==> src/rtl/keypad_pkg.sv <==
// Shared types and helpers for the matrix keypad scanner.
package keypad_pkg;

  // Scanner control states.
  typedef enum logic [1:0] {
    SCAN     = 2'd0,
    DEBOUNCE = 2'd1,
    HELD     = 2'd2
  } kp_state_e;

  // Map a raw 4x4 key index (row*4 + column) to the printed digit.
  // The raw index is taken zero-extended to 8 bits so out-of-range codes
  // can be recognised and flagged as 16.
  function automatic logic [4:0] keymap4x4(input logic [7:0] raw);
    logic [4:0] d;
    case (raw)
      8'd0:    d = 5'd1;
      8'd1:    d = 5'd2;
      8'd2:    d = 5'd3;
      8'd3:    d = 5'd10;
      8'd4:    d = 5'd4;
      8'd5:    d = 5'd5;
      8'd6:    d = 5'd6;
      8'd7:    d = 5'd11;
      8'd8:    d = 5'd7;
      8'd9:    d = 5'd8;
      8'd10:   d = 5'd9;
      8'd11:   d = 5'd12;
      8'd12:   d = 5'd15;
      8'd13:   d = 5'd0;
      8'd14:   d = 5'd14;
      8'd15:   d = 5'd13;
      default: d = 5'd16;
    endcase
    return d;
  endfunction

endpackage

==> src/rtl/keypad_scanner_tick_gen.sv <==
// Scan-rate divider: one single-cycle tick every SCAN_DIV clocks.
module keypad_tick_gen #(
  parameter int unsigned SCAN_DIV = 4
) (
  input  logic clk_i,
  input  logic rst_i,
  output logic tick_o
);

  localparam int unsigned CW = $clog2(SCAN_DIV);
  localparam logic [CW-1:0] LAST = CW'(SCAN_DIV - 1);

  logic [CW-1:0] cnt_q;
  logic [CW-1:0] cnt_d;

  // Next count wraps to zero on the tick cycle.
  always_comb begin
    cnt_d = cnt_q + CW'(1);
    if (cnt_q == LAST) begin
      cnt_d = '0;
    end
  end

  // Divider counter register.
  always_ff @(posedge clk_i) begin
    if (rst_i) begin
      cnt_q <= '0;
    end else begin
      cnt_q <= cnt_d;
    end
  end

  assign tick_o = (cnt_q == LAST);

endmodule

==> src/rtl/keypad_scanner.sv <==
// Matrix keypad scanner: walking column drive, synchronised rows,
// press/release debounce and a single-entry valid/ready event register.
module keypad_scanner
  import keypad_pkg::*;
#(
  parameter int unsigned ROWS           = 4,
  parameter int unsigned COLS           = 4,
  parameter int unsigned SCAN_DIV       = 4,
  parameter int unsigned DEBOUNCE_SCANS = 3,
  localparam int unsigned KEY_W = (ROWS * COLS > 1) ? $clog2(ROWS * COLS) : 1
) (
  input  logic             clk,
  input  logic             rst,
  input  logic [ROWS-1:0]  fila,
  output logic [COLS-1:0]  col,
  output logic [KEY_W-1:0] key_code,
  output logic             key_valid,
  input  logic             key_ready,
  output logic             key_held,
  output logic             key_overrun
);

  localparam int unsigned CNT_W = $clog2(DEBOUNCE_SCANS + 1);
  localparam logic [CNT_W-1:0] CNT_LAST = CNT_W'(DEBOUNCE_SCANS);

  logic              tick;
  logic [ROWS-1:0]   sync1_q;
  logic [ROWS-1:0]   rows_s_q;

  kp_state_e         state_q, state_d;
  logic [COLS-1:0]   col_q, col_d;
  logic [CNT_W-1:0]  cnt_q, cnt_d;
  logic [CNT_W-1:0]  rel_q, rel_d;
  logic [ROWS-1:0]   cap_rows_q, cap_rows_d;
  logic [KEY_W-1:0]  cap_code_q, cap_code_d;
  logic [KEY_W-1:0]  code_q, code_d;
  logic              valid_q, valid_d;
  logic              ovr_q, ovr_d;

  logic              emit;
  logic [KEY_W-1:0]  emit_code;
  logic [KEY_W-1:0]  code_now;
  logic              rows_single;
  logic [COLS-1:0]  col_rot;

  keypad_tick_gen #(
    .SCAN_DIV(SCAN_DIV)
  ) u_tick (
    .clk_i (clk),
    .rst_i (rst),
    .tick_o(tick)
  );

  // Two-flop synchroniser for the asynchronous row inputs.
  always_ff @(posedge clk) begin
    if (rst) begin
      sync1_q  <= '0;
      rows_s_q <= '0;
    end else begin
      sync1_q  <= fila;
      rows_s_q <= sync1_q;
    end
  end

  // Decode the sampled row and driven column into a raw key index.
  always_comb begin
    int unsigned ridx;
    int unsigned cidx;
    ridx = 0;
    cidx = 0;
    for (int unsigned r = 0; r < ROWS; r++) begin
      if (rows_s_q[r]) ridx = r;
    end
    for (int unsigned c = 0; c < COLS; c++) begin
      if (col_q[c]) cidx = c;
    end
    code_now    = KEY_W'(ridx * COLS + cidx);
    rows_single = (rows_s_q != '0) && ((rows_s_q & (rows_s_q - ROWS'(1))) == '0);
  end

  assign col_rot = {col_q[COLS-2:0], col_q[COLS-1]};

  // Scan/debounce/held next-state logic; everything advances only on tick.
  always_comb begin
    state_d    = state_q;
    col_d      = col_q;
    cnt_d      = cnt_q;
    rel_d      = rel_q;
    cap_rows_d = cap_rows_q;
    cap_code_d = cap_code_q;
    emit       = 1'b0;
    emit_code  = cap_code_q;
    if (tick) begin
      case (state_q)
        SCAN: begin
          if (rows_single) begin
            cap_rows_d = rows_s_q;
            cap_code_d = code_now;
            cnt_d      = CNT_W'(1);
            if (DEBOUNCE_SCANS == 1) begin
              emit      = 1'b1;
              emit_code = code_now;
              rel_d     = '0;
              state_d   = HELD;
            end else begin
              state_d = DEBOUNCE;
            end
          end else begin
            col_d = col_rot;
          end
        end
        DEBOUNCE: begin
          if (rows_s_q == cap_rows_q) begin
            cnt_d = cnt_q + CNT_W'(1);
            if (cnt_q + CNT_W'(1) == CNT_LAST) begin
              emit    = 1'b1;
              rel_d   = '0;
              state_d = HELD;
            end
          end else begin
            cnt_d   = '0;
            col_d   = col_rot;
            state_d = SCAN;
          end
        end
        HELD: begin
          if (rows_s_q == '0) begin
            if (rel_q + CNT_W'(1) == CNT_LAST) begin
              rel_d   = '0;
              state_d = SCAN;
            end else begin
              rel_d = rel_q + CNT_W'(1);
            end
          end else begin
            rel_d = '0;
          end
        end
        default: state_d = SCAN;
      endcase
    end
  end

  // Event register: load when free or being consumed, otherwise flag overrun.
  always_comb begin
    code_d  = code_q;
    valid_d = valid_q;
    ovr_d   = 1'b0;
    if (emit) begin
      if (!valid_q || key_ready) begin
        code_d  = emit_code;
        valid_d = 1'b1;
      end else begin
        ovr_d = 1'b1;
      end
    end else if (valid_q && key_ready) begin
      valid_d = 1'b0;
    end
  end

  // Control and output state registers.
  always_ff @(posedge clk) begin
    if (rst) begin
      state_q    <= SCAN;
      col_q      <= COLS'(1);
      cnt_q      <= '0;
      rel_q      <= '0;
      cap_rows_q <= '0;
      cap_code_q <= '0;
      code_q     <= '0;
      valid_q    <= 1'b0;
      ovr_q      <= 1'b0;
    end else begin
      state_q    <= state_d;
      col_q      <= col_d;
      cnt_q      <= cnt_d;
      rel_q      <= rel_d;
      cap_rows_q <= cap_rows_d;
      cap_code_q <= cap_code_d;
      code_q     <= code_d;
      valid_q    <= valid_d;
      ovr_q      <= ovr_d;
    end
  end

  assign col         = col_q;
  assign key_code    = code_q;
  assign key_valid   = valid_q;
  assign key_held    = (state_q == HELD);
  assign key_overrun = ovr_q;

endmodule

==> config.mk <==
export PLATFORM = sky130hd
export DESIGN_NAME = keypad_scanner
export DESIGN_NICKNAME = d
export VERILOG_FILES = /design/src/rtl/keypad_pkg.sv /design/src/rtl/keypad_scanner_tick_gen.sv /design/src/rtl/keypad_scanner.sv
export SDC_FILE = /design/constraint.sdc
export NUM_CORES = 1
export LEC_CHECK = 0
export CAP_MARGIN = 10
export CORE_ASPECT_RATIO = 0.9
export CORE_UTILIZATION = 49
export DETAILED_ROUTE_END_ITERATION = 8
export HOLD_SLACK_MARGIN = 0.03
export PLACE_DENSITY = 0.74
export SYNTH_ARGS = -nofsm -noshare
export SYNTH_HDL_FRONTEND = slang
export SYNTH_SLANG_ARGS = --single-unit
==> constraint.sdc <==
create_clock -name clk -period 1.7 [get_ports clk]
set_input_delay 0.425 -clock clk [delete_from_list [all_inputs] [get_ports clk]]
set_output_delay 0.425 -clock clk [all_outputs]
set_load 0.01 [all_outputs]
==> results.toml <==
[run_status]
status = "finished, violations left"
violations = "setup timing"

[cells_and_area]
layout_commonest_cell = "dfxtp_1"
fin_nets = 199
fillers = 222
layout_common_cells = "28 x dfxtp_1, 21 x buf_4, 15 x nor2_1"
diodes = 0
layout-drive-gt1-share_pct = 33.16
final_util_pct = 71.16
design_area_um2 = 2019
synthToLayoutAreaGrowth_pct = 33.39

[yosys]
yosys.area_share.simple_pct = 20.99
synthesis.area_um2 = 1514
synthTopCellsByArea = "dfxtp_1 45%, mux2i_1 8.6%, ha_1 4.1%"
synth_compound_area_share_pct = 12.31
synth_area_leader_cell = "dfxtp_1"
synth_seq_cells = 34
synth_fa_ha_area_share_pct = 4.132
synth.area.mux_share_pct = 8.595
synth_top_family_by_area = "simple AND/OR/NAND/NOR gates"
synth.top_cell.area_share_pct = 44.96
seq_area_frac_synth_pct = 44.96
synth_xor_area_share_pct = 2.893
synth_cell_types = 33
avgSynthCellArea_um2 = 10.23
synth_nets = 160
syn_inst = 148
ys.warnings.count = 0

[setup_path]
worstPathCellList = "buf_6, xor2_4, nor4_4, buf_4, a221oi_4, buf_6, a211o_1"
cp-end-kind = "flip-flop"
critical_path_class = "flip-flop to flip-flop"
worst_setup_path_start_kind = "flip-flop"
crit_family = "buffers and inverters"
cpMaxStageDelayCell = "dfxtp_4"
cp.arrival_ps = 2040
worst-path-stages = 7
cp_num_buf_inv = 3
cp_max_fo = 5
critical_path.max_stage_delay_ps = 390
cpMostUsedCell = "buf_6"
cp.required_ps = 1940
r2r_cells = 7

[cts]
clkTransAtPathRegs_ps = 100
cts_hold_buf = 0
cts_tree = "done"
cts_root_buffer = "clkbuf_4"
clk_path_buf_depth = 2
clock-sinks = 34
ctsHtreeMaxLevel = 2
clock_latency_ps = 340
numCtsBuffers = 5

[floorplanning]
die_w_um = 60.59
die_h_um = 54.73
start_util_pct = 53.35
placement_rows = 18
coreArea_um2 = 2838
ios = 18
dieArea_um2 = 3316

[sta]
slew_headroom_pct = 70.44
max_slew.worst_pin.slew_ps = 438.7
slew_violations = 0
final_hold_viol_count = 0
setup_ws_ps = -103.4
setup_viol = 12
period_share_pct = 106.1
finalCriticalPeriod_ps = 1803
finClkSkew_ps = 9.226
fmax_mhz = 554.5
rsz0062_at_grt = "true"

[placed_design]
hpwl_mm = 2.147
place_congestion = 0.8148
placed_area_um2 = 1808
portBuffers = 17

[min_path]
min_path_cells = 1
hp-class = "flip-flop to flip-flop"

[power_and_ir_drop]
powerDensity_nw_per_um2 = 705.0
ir_drop_mv = 0.5889
p_leak_uw = 0.0008242

[global_route]
antenna_found_initial = 0
grt_usage_pct = 21.12
overflow = 0
grt_pass1_vias = 1122
grt_pass1_wl_mm = 4.961
grt_start_max_net_pins = 14

[job]
maxCapViolCount = 0

[detailed_routing]
drtPass1Iterations = 4
viasPerCell = 5.207
wl_per_cell_um = 13.75
via_count = 1182
drt_iter0_markers = 46
drc = 0
ant_nets = 0
wl_mm = 3.121
==> cell usage after synthesis <==
cell type,n
nor4bb_1,1
nand2b_1,3
nor4b_1,3
inv_1,5
nand4_1,1
o21ai_0,1
nand3_1,2
nor4_4,1
buf_12,1
ha_1,5
nor2b_1,9
or3_1,1
a221oi_2,1
a21o_1,3
nor4_1,1
a221oi_4,1
buf_6,3
a21oi_1,7
nand2_1,8
a211oi_1,2
a211o_1,2
mux2i_1,13
a211oi_2,4
nor3b_1,1
xor2_1,5
nor2_1,15
dfxtp_1,34
clkbuf_2,1
nor3_1,2
nand3b_1,2
and3_1,2
nor2_2,4
clkbuf_1,4
==> stage by stage <==
step | TNS [ps] | setup slack (ps) | total power [uW] | hold slack [ps] | cells
after global placement | -176.9 | -73.82 | 999.6 | 417.2 | 214
after floorplan | 0 | 10.20 | 952.8 | 408.4 | 148
final | -626.6 | -103.4 | 1424 | 441.1 | 227
after CTS | -541.1 | -91.93 | 1404 | 438.4 | 222
after detailed placement | -1237 | -155.7 | 1006 | 419.7 | 214
after global routing | -2014 | -174.5 | 1486 | 444.7 | 227
==> layout make-up <==
class	count	area (um2)	area share, %
Timing Repair Buffer	41	365.4	18.09
Clock inverter	2	10.01	0.4957
Clock buffer	5	37.54	1.859
Inverter	5	18.77	0.9294
Tap cell	40	50.05	2.478
Sequential cell	34	693.2	34.32
Multi-Input combinational cell	100	844.6	41.82
==> sequential cells by signal (all words and copies together) (netlist names) <==
| register | cells |
|---|---|
| col | 4 |
| rel_q | 2 |
| sync1_q | 4 |
| rows_s_q | 4 |
| u_tick.cnt_q | 2 |
| cap_rows_q | 4 |
| key_code | 4 |
| state_q | 2 |
| cnt_q | 2 |
| cap_code_q | 4 |
| key_overrun | 1 |
| key_valid | 1 |
==> where the power goes <==
part           leakage, uW  internal [uW]  switching (uW)
Sequential        0.000280            818            19.3
Clock            0.0000308            148             256
Combinational     0.000514           95.1            87.6
==> per-layer routing <==
| layer | vias up | global-route usage [%] | share of wire (%) | wire length [um] |
|---|---|---|---|---|
| met2 | 20 | 36.08 | 52 | 1636 |
| met3 | 10 | 6.619 | 2.7 | 85 |
| li1 | 586 | - | - | - |
| met1 | 566 | 24.46 | 42 | 1324 |
| met4 | 0 | 9.091 | 2.4 | 74 |
| met5 | - | 0 | 0 | 0 |
==> final timing paths <==
path | from | to | slack (ps)
worst min register to register | u_tick.cnt_q[0] | u_tick.cnt_q[0] | 440
worst max register to register | rows_s_q[2] | col[0] | -100
worst max-delay path | rows_s_q[2] | col[0] | -100
worst min-delay path | u_tick.cnt_q[0] | u_tick.cnt_q[0] | 440
==> worst reg2reg max path: stages, from the launching register on <==
cell and delay (ps):
dfxtp_4 390, buf_6 140, xor2_4 150, nor4_4 370, buf_4 190, a221oi_4 60
buf_6 160, a211o_1 240
==> logic make-up after synthesis <==
kind of cell,count (synthesis)
and+or+nand+nor,56
xor gates and xnor gates,5
AOI/OAI and AO/OA,21
adders and majority gates,5
buffers and inverters,14
DFF,34
muxes,13
==> what timing repair did <==
action / CTS / global route
endpoints found under the setup margin: 25 / 26
setup buffers: 1 / 7
pin swaps: 4 / 11
resized for setup: 11 / 24
No activity file was read; power rests on OpenSTA's default activity.
==> RTL edit 1 (config.mk and constraints unchanged) <==
Reset style: asynchronous (`rst` and `rst_i`), changed in 3 clocked blocks.
--- a/src/rtl/keypad_scanner_tick_gen.sv
+++ b/src/rtl/keypad_scanner_tick_gen.sv
@@ -23,5 +23,5 @@
 
   // Divider counter register.
-  always_ff @(posedge clk_i) begin
+  always_ff @(posedge clk_i or posedge rst_i) begin
     if (rst_i) begin
       cnt_q <= '0;
--- a/src/rtl/keypad_scanner.sv
+++ b/src/rtl/keypad_scanner.sv
@@ -53,5 +53,5 @@
 
   // Two-flop synchroniser for the asynchronous row inputs.
-  always_ff @(posedge clk) begin
+  always_ff @(posedge clk or posedge rst) begin
     if (rst) begin
       sync1_q  <= '0;
@@ -159,5 +159,5 @@
 
   // Control and output state registers.
-  always_ff @(posedge clk) begin
+  always_ff @(posedge clk or posedge rst) begin
     if (rst) begin
       state_q    <= SCAN;
Function: differs if rst is asserted again (counterexample within 10 cycles, from zero or initial values and one cycle with rst high); with rst held inactive, the same outputs for 10 cycles.
==> RTL edit 1 against the unedited design <==
The run still ends with setup timing left; routed wire length fell by 1.7%; sequential cell count unchanged; setup slack lost 0.13 ns; utilization is 2.2 points higher; design area up 1.5%; fmax is 6.9% lower; count of clock-buffer cells in the layout is 2 higher; synthesized area decreased by 2.9%; critical path type unchanged; largest cell class is now sequential cells.
Power is not compared: it rests on default switching activity, and its combinational part moved more than twofold at a synthesized area within 25%.
==> RTL edit 1: results (changes against the unedited design) <==
Synthesis:
- The adder-cell area share of the yosys netlist was 0.0426 (+0.00123).
- The post-synthesis mux area share is 0.124 (+0.0383).
- The most frequently used flop master after synthesis is sky130_fd_sc_hd__dfrtp_1.
- The cell count after synthesis is 113 (-24%).
- The xor-xnor portion of the synthesized cell area was 0.0298 (+0.000862).
- The number of nets produced by synthesis came to 125 (-22%).
- Ranked by total cell area, the synthesized netlist is headed by sky130_fd_sc_hd__dfrtp_1, sky130_fd_sc_hd__mux2_2, sky130_fd_sc_hd__ha_1.

Routing:
- The routed length on met3 is 96 um (+13%).
- The per-cell routed wire length is 15.0 um (+8.9%).

Placement:
- The worst setup slack before clock tree synthesis is -0.252 ns (-0.0968 ns).
- The half-perimeter wire length after detailed placement is 2070 um (-3.4%).
- The instance area after placement is 0.00184 mm2 (+1.8%).

STA:
- The number of failing setup endpoints in the final timing report was 22 (+10).
- The worst-case clock skew came to 0.0102 ns (+0.000971 ns).
- The final worst setup slack came to -0.236 ns (-0.133 ns).
- The worst-margin pin slew is 0.311 ns (-0.128 ns).
- The post-route setup TNS was -3.82 ns (-3.19 ns).
- The worst hold-check slack was 0.349 ns (-0.0919 ns).

Worst setup path:
- The longest individual stage delay on the worst path is 0.55 ns (+0.16 ns).
- The startpoint identified for the worst register-to-register timing path is rows_s_q[3]$_DFF_PP0_.
- The family of cells with the greatest summed delay on the critical path is simple AND/OR/NAND/NOR gates.
- The maximum fanout count along the critical path is 4 (-1).
- Following the worst setup path forward leads to its endpoint at state_q[0]$_DFFE_PP0P_.
- The critical-path cell with the highest stage delay is sky130_fd_sc_hd__or4_4.
- The cell count of the worst reg-to-reg path is 5 (-2).
- The endpoint arrival time on the critical path is 2.15 ns (+0.11 ns).

Cells and area:
- The final net count came to 176 (-12%).
- The count of non-filler cells in the finished layout is 205 (-9.7%).
- The fraction of final layout cells sized beyond drive strength 1 is 0.418 (+0.0866).

CTS:
- The clock insertion delay at the later pin of the skew report is 0.32 ns (-0.02 ns).
- The post-cts sizing count was 15 (+4).

Run status:
- The flow ran to the end, but the final reports show violations.
- The final reports fail on setup timing.

Global route:
- The met2 capacity usage during global routing was 0.383 (+0.0225).
- The pin count of the biggest net entering global routing is 25 (+11).
- The met3 global-route usage was 0.0553 (-0.0109).
- The wire length of the first global-routing pass is 5010 um (+0.97%).

Min path:
- The number of cells traversed by the worst hold path came to 0 (-1).
-- RTL edit 1: cell types whose count changed in the layout (fill, tap and decap cells not counted), moves of 3 or more --
cell                       before  now
sky130_fd_sc_hd__dfrtp_2        0    3
sky130_fd_sc_hd__a21o_1         3    0
sky130_fd_sc_hd__nor2b_1        9    0
sky130_fd_sc_hd__mux2_2         0    5
sky130_fd_sc_hd__nor2_1        15    9
sky130_fd_sc_hd__dfxtp_2        4    0
sky130_fd_sc_hd__nand2_1        7    4
sky130_fd_sc_hd__dfxtp_1       28    0
sky130_fd_sc_hd__dfrtp_1        0   30
sky130_fd_sc_hd__mux2_4         0    9
sky130_fd_sc_hd__mux2i_1       13    1
sky130_fd_sc_hd__buf_4         21   27
sky130_fd_sc_hd__a211oi_2       5    0
sky130_fd_sc_hd__nor2_2         4    0
-- RTL edit 1: final cells by class --
cell class,instances,area [um2]
clock buffer,7,55.1
multi-input combinational,71,661
fill,212,743
clock inverter,1,5.00
timing repair buffer,46,400
inverter,6,22.5
sequential,34,856
tap,40,50.0
==> RTL edit 2 (same flow settings) <==
Made on the original files. `SCAN_DIV` is set to 4 in 2 places; all go to 2.
--- a/src/rtl/keypad_scanner_tick_gen.sv
+++ b/src/rtl/keypad_scanner_tick_gen.sv
@@ -1,5 +1,5 @@
 // Scan-rate divider: one single-cycle tick every SCAN_DIV clocks.
 module keypad_tick_gen #(
-  parameter int unsigned SCAN_DIV = 4
+  parameter int unsigned SCAN_DIV = 2
 ) (
   input  logic clk_i,
--- a/src/rtl/keypad_scanner.sv
+++ b/src/rtl/keypad_scanner.sv
@@ -6,5 +6,5 @@
   parameter int unsigned ROWS           = 4,
   parameter int unsigned COLS           = 4,
-  parameter int unsigned SCAN_DIV       = 4,
+  parameter int unsigned SCAN_DIV       = 2,
   parameter int unsigned DEBOUNCE_SCANS = 3,
   localparam int unsigned KEY_W = (ROWS * COLS > 1) ? $clog2(ROWS * COLS) : 1
Formal check against the unedited RTL: not equivalent (a bounded check fails within 4 cycles, from zero or initial values and one cycle with rst high).
==> RTL edit 2 against the unedited design <==
Synthesized area is 2.7% lower; sequential cell count decreased by 1; global-route usage increased by 0.89 points; routed wire length increased by 3.2%; total power increased by 20%; design area shrank 2.4%; setup slack improved by 0.11 ns; worst hold slack better by 0.016 ns; largest power group unchanged; highest routed layer unchanged.
==> RTL edit 2: results (changes against the unedited design) <==
Placement:
- The number of cells in the design after placement is 213 (-0.47%).
- The instance area after placement came to 0.00177 mm2 (-2.1%).
- The half-perimeter wire length after detailed placement came to 2170 um (+0.90%).
- The last weighted congestion value of the routability-driven placer came to 0.784 (-3.7%).

Routing:
- The via density per instance is 5.13 (-1.6%).
- The detailed router's first-iteration violation count is 24 (-48%).

Global route:
- The wire length of the first global-routing pass came to 5050 um (+1.8%).
- The met1 capacity usage during global routing is 0.244 (about the same).
- The number of antenna violations at the first check in global routing is 0 (unchanged).
- The met3 global-route usage was 0.0601 (-0.00610).
- The met2 capacity usage during global routing is 0.385 (+0.0244).
- The pin count of the biggest net entering global routing is 19 (+5).
- The aggregate global-route resource usage is 0.220 (+0.00892).

Cells and area:
- The final net count is 194 (-2.5%).
- The count of filler cells inserted in the layout is 230 (+3.6%).
- The fraction of final layout cells sized beyond drive strength 1 is 0.304 (-0.0272).
- The count of non-filler cells in the finished layout is 224 (-1.3%).

Synthesis:
- The number of nets produced by synthesis is 156 (-2.5%).
- The xor-xnor portion of the synthesized cell area is 0.0297 (+0.000811).
- By area the synthesized netlist is led by sky130_fd_sc_hd__dfxtp_1, sky130_fd_sc_hd__mux2i_1, sky130_fd_sc_hd__nor2_1.
- The post-synthesis mux area share came to 0.0884 (+0.00241).
- The adder-cell area share of the yosys netlist is 0.0340 (-0.00734).
- The share of the synthesized area in compound gates (AO/OA/AOI/OAI) was 0.127 (+0.00345).
- The cell count after synthesis is 145 (-2.0%).
- The number of distinct library cells after synthesis was 32 (-3.0%).

Pwr:
- The static leakage is 0.000859 uW (+4.3%).

STA:
- The worst-margin pin slew is 0.568 ns (+0.129 ns).
- The worst-case clock skew came to 0.00905 ns (-0.000179 ns).

Worst setup path:
- The maximum fanout count along the critical path is 6 (+1).
- The endpoint arrival time on the critical path came to 1.96 ns (-0.08 ns).

Run status:
- The flow ran to the end, and the final reports show no timing, DRC or antenna violations.
## RTL edit 2: cell count changes after synthesis, sizes merged
cell | unedited run | this run
nor3 | 2 | 1
nor3b | 1 | 0
dfxtp | 34 | 33
ha | 5 | 4
nor2 | 19 | 20
## RTL edit 2: logic make-up (layout without fill, tap and decap cells)
| kind of cell | count (synthesis) | count (layout) |
|---|---|---|
| fa+ha+maj | 4 | 4 |
| simple gates | 55 | 55 |
| compound gates | 21 | 21 |
| xor+xnor | 5 | 5 |
| buf+inv | 14 | 53 |
| flops | 33 | 33 |
| mux | 13 | 13 |
## RTL edit 2: layout make-up
type | count | area, um2 | share of cell area
multi-input cells | 98 | 785 | 0.398
clock buffers | 6 | 51.3 | 0.0260
inverters | 5 | 18.8 | 0.00952
well taps | 40 | 50.0 | 0.0254
clock inverters | 2 | 37.5 | 0.0190
flip-flops and latches | 33 | 679 | 0.345
repair buffers | 40 | 349 | 0.177
## RTL edit 2: report_power, final
| group | switching [uW] | total [uW] | internal [uW] |
|---|---|---|---|
| clock network | 279 | 628 | 349 |
| logic | 126 | 255 | 129 |
| registers | 25.8 | 826 | 800 |
| total | 430 | 1710 | 1280 |
## RTL edit 2: per-stage QoR
step,hold slack (ns),util
after floorplan,0.414,-
after global routing,0.468,0.706
after global placement,0.434,0.634
after detailed placement,0.437,0.634
final,0.457,0.706
after CTS,0.453,0.692
## RTL edit 2: final timing paths
path	startpoint	end	slack, ns	depth (start not counted)
max	rows_s_q[1]$_SDFF_PP0_	state_q[1]$_SDFFE_PP0P_	0.002	6
min	sync1_q[0]$_SDFF_PP0_	rows_s_q[0]$_SDFF_PP0_	0.46	1
max reg2reg	rows_s_q[1]$_SDFF_PP0_	state_q[1]$_SDFFE_PP0P_	0.002	6
min reg2reg	sync1_q[0]$_SDFF_PP0_	rows_s_q[0]$_SDFF_PP0_	0.46	1
## RTL edit 2: repair_timing
action                     in CTS  in global routing
gates resized for setup        20                  9
setup endpoints to repair      14                 17
pin swaps                       4                  2
setup buffers                   2                  1
## RTL edit 2: critical path: stages, from the launching register on
cell	delay [ns]
sky130_fd_sc_hd__dfxtp_4	0.38
sky130_fd_sc_hd__buf_4	0.15
sky130_fd_sc_hd__nor4_4	0.29
sky130_fd_sc_hd__nand3b_1	0.17
sky130_fd_sc_hd__a221oi_4	0.31
sky130_fd_sc_hd__a21oi_1	0.12
sky130_fd_sc_hd__a211oi_1	0.20
## RTL edit 2: per-layer routing
metal / vias up / routed length [um] / share of wire
li1: 566 / - / -
met1: 550 / 1370 / 0.42
met2: 23 / 1670 / 0.52
met3: 9 / 106 / 0.033
met4: 0 / 74 / 0.023
met5: - / 0 / 0
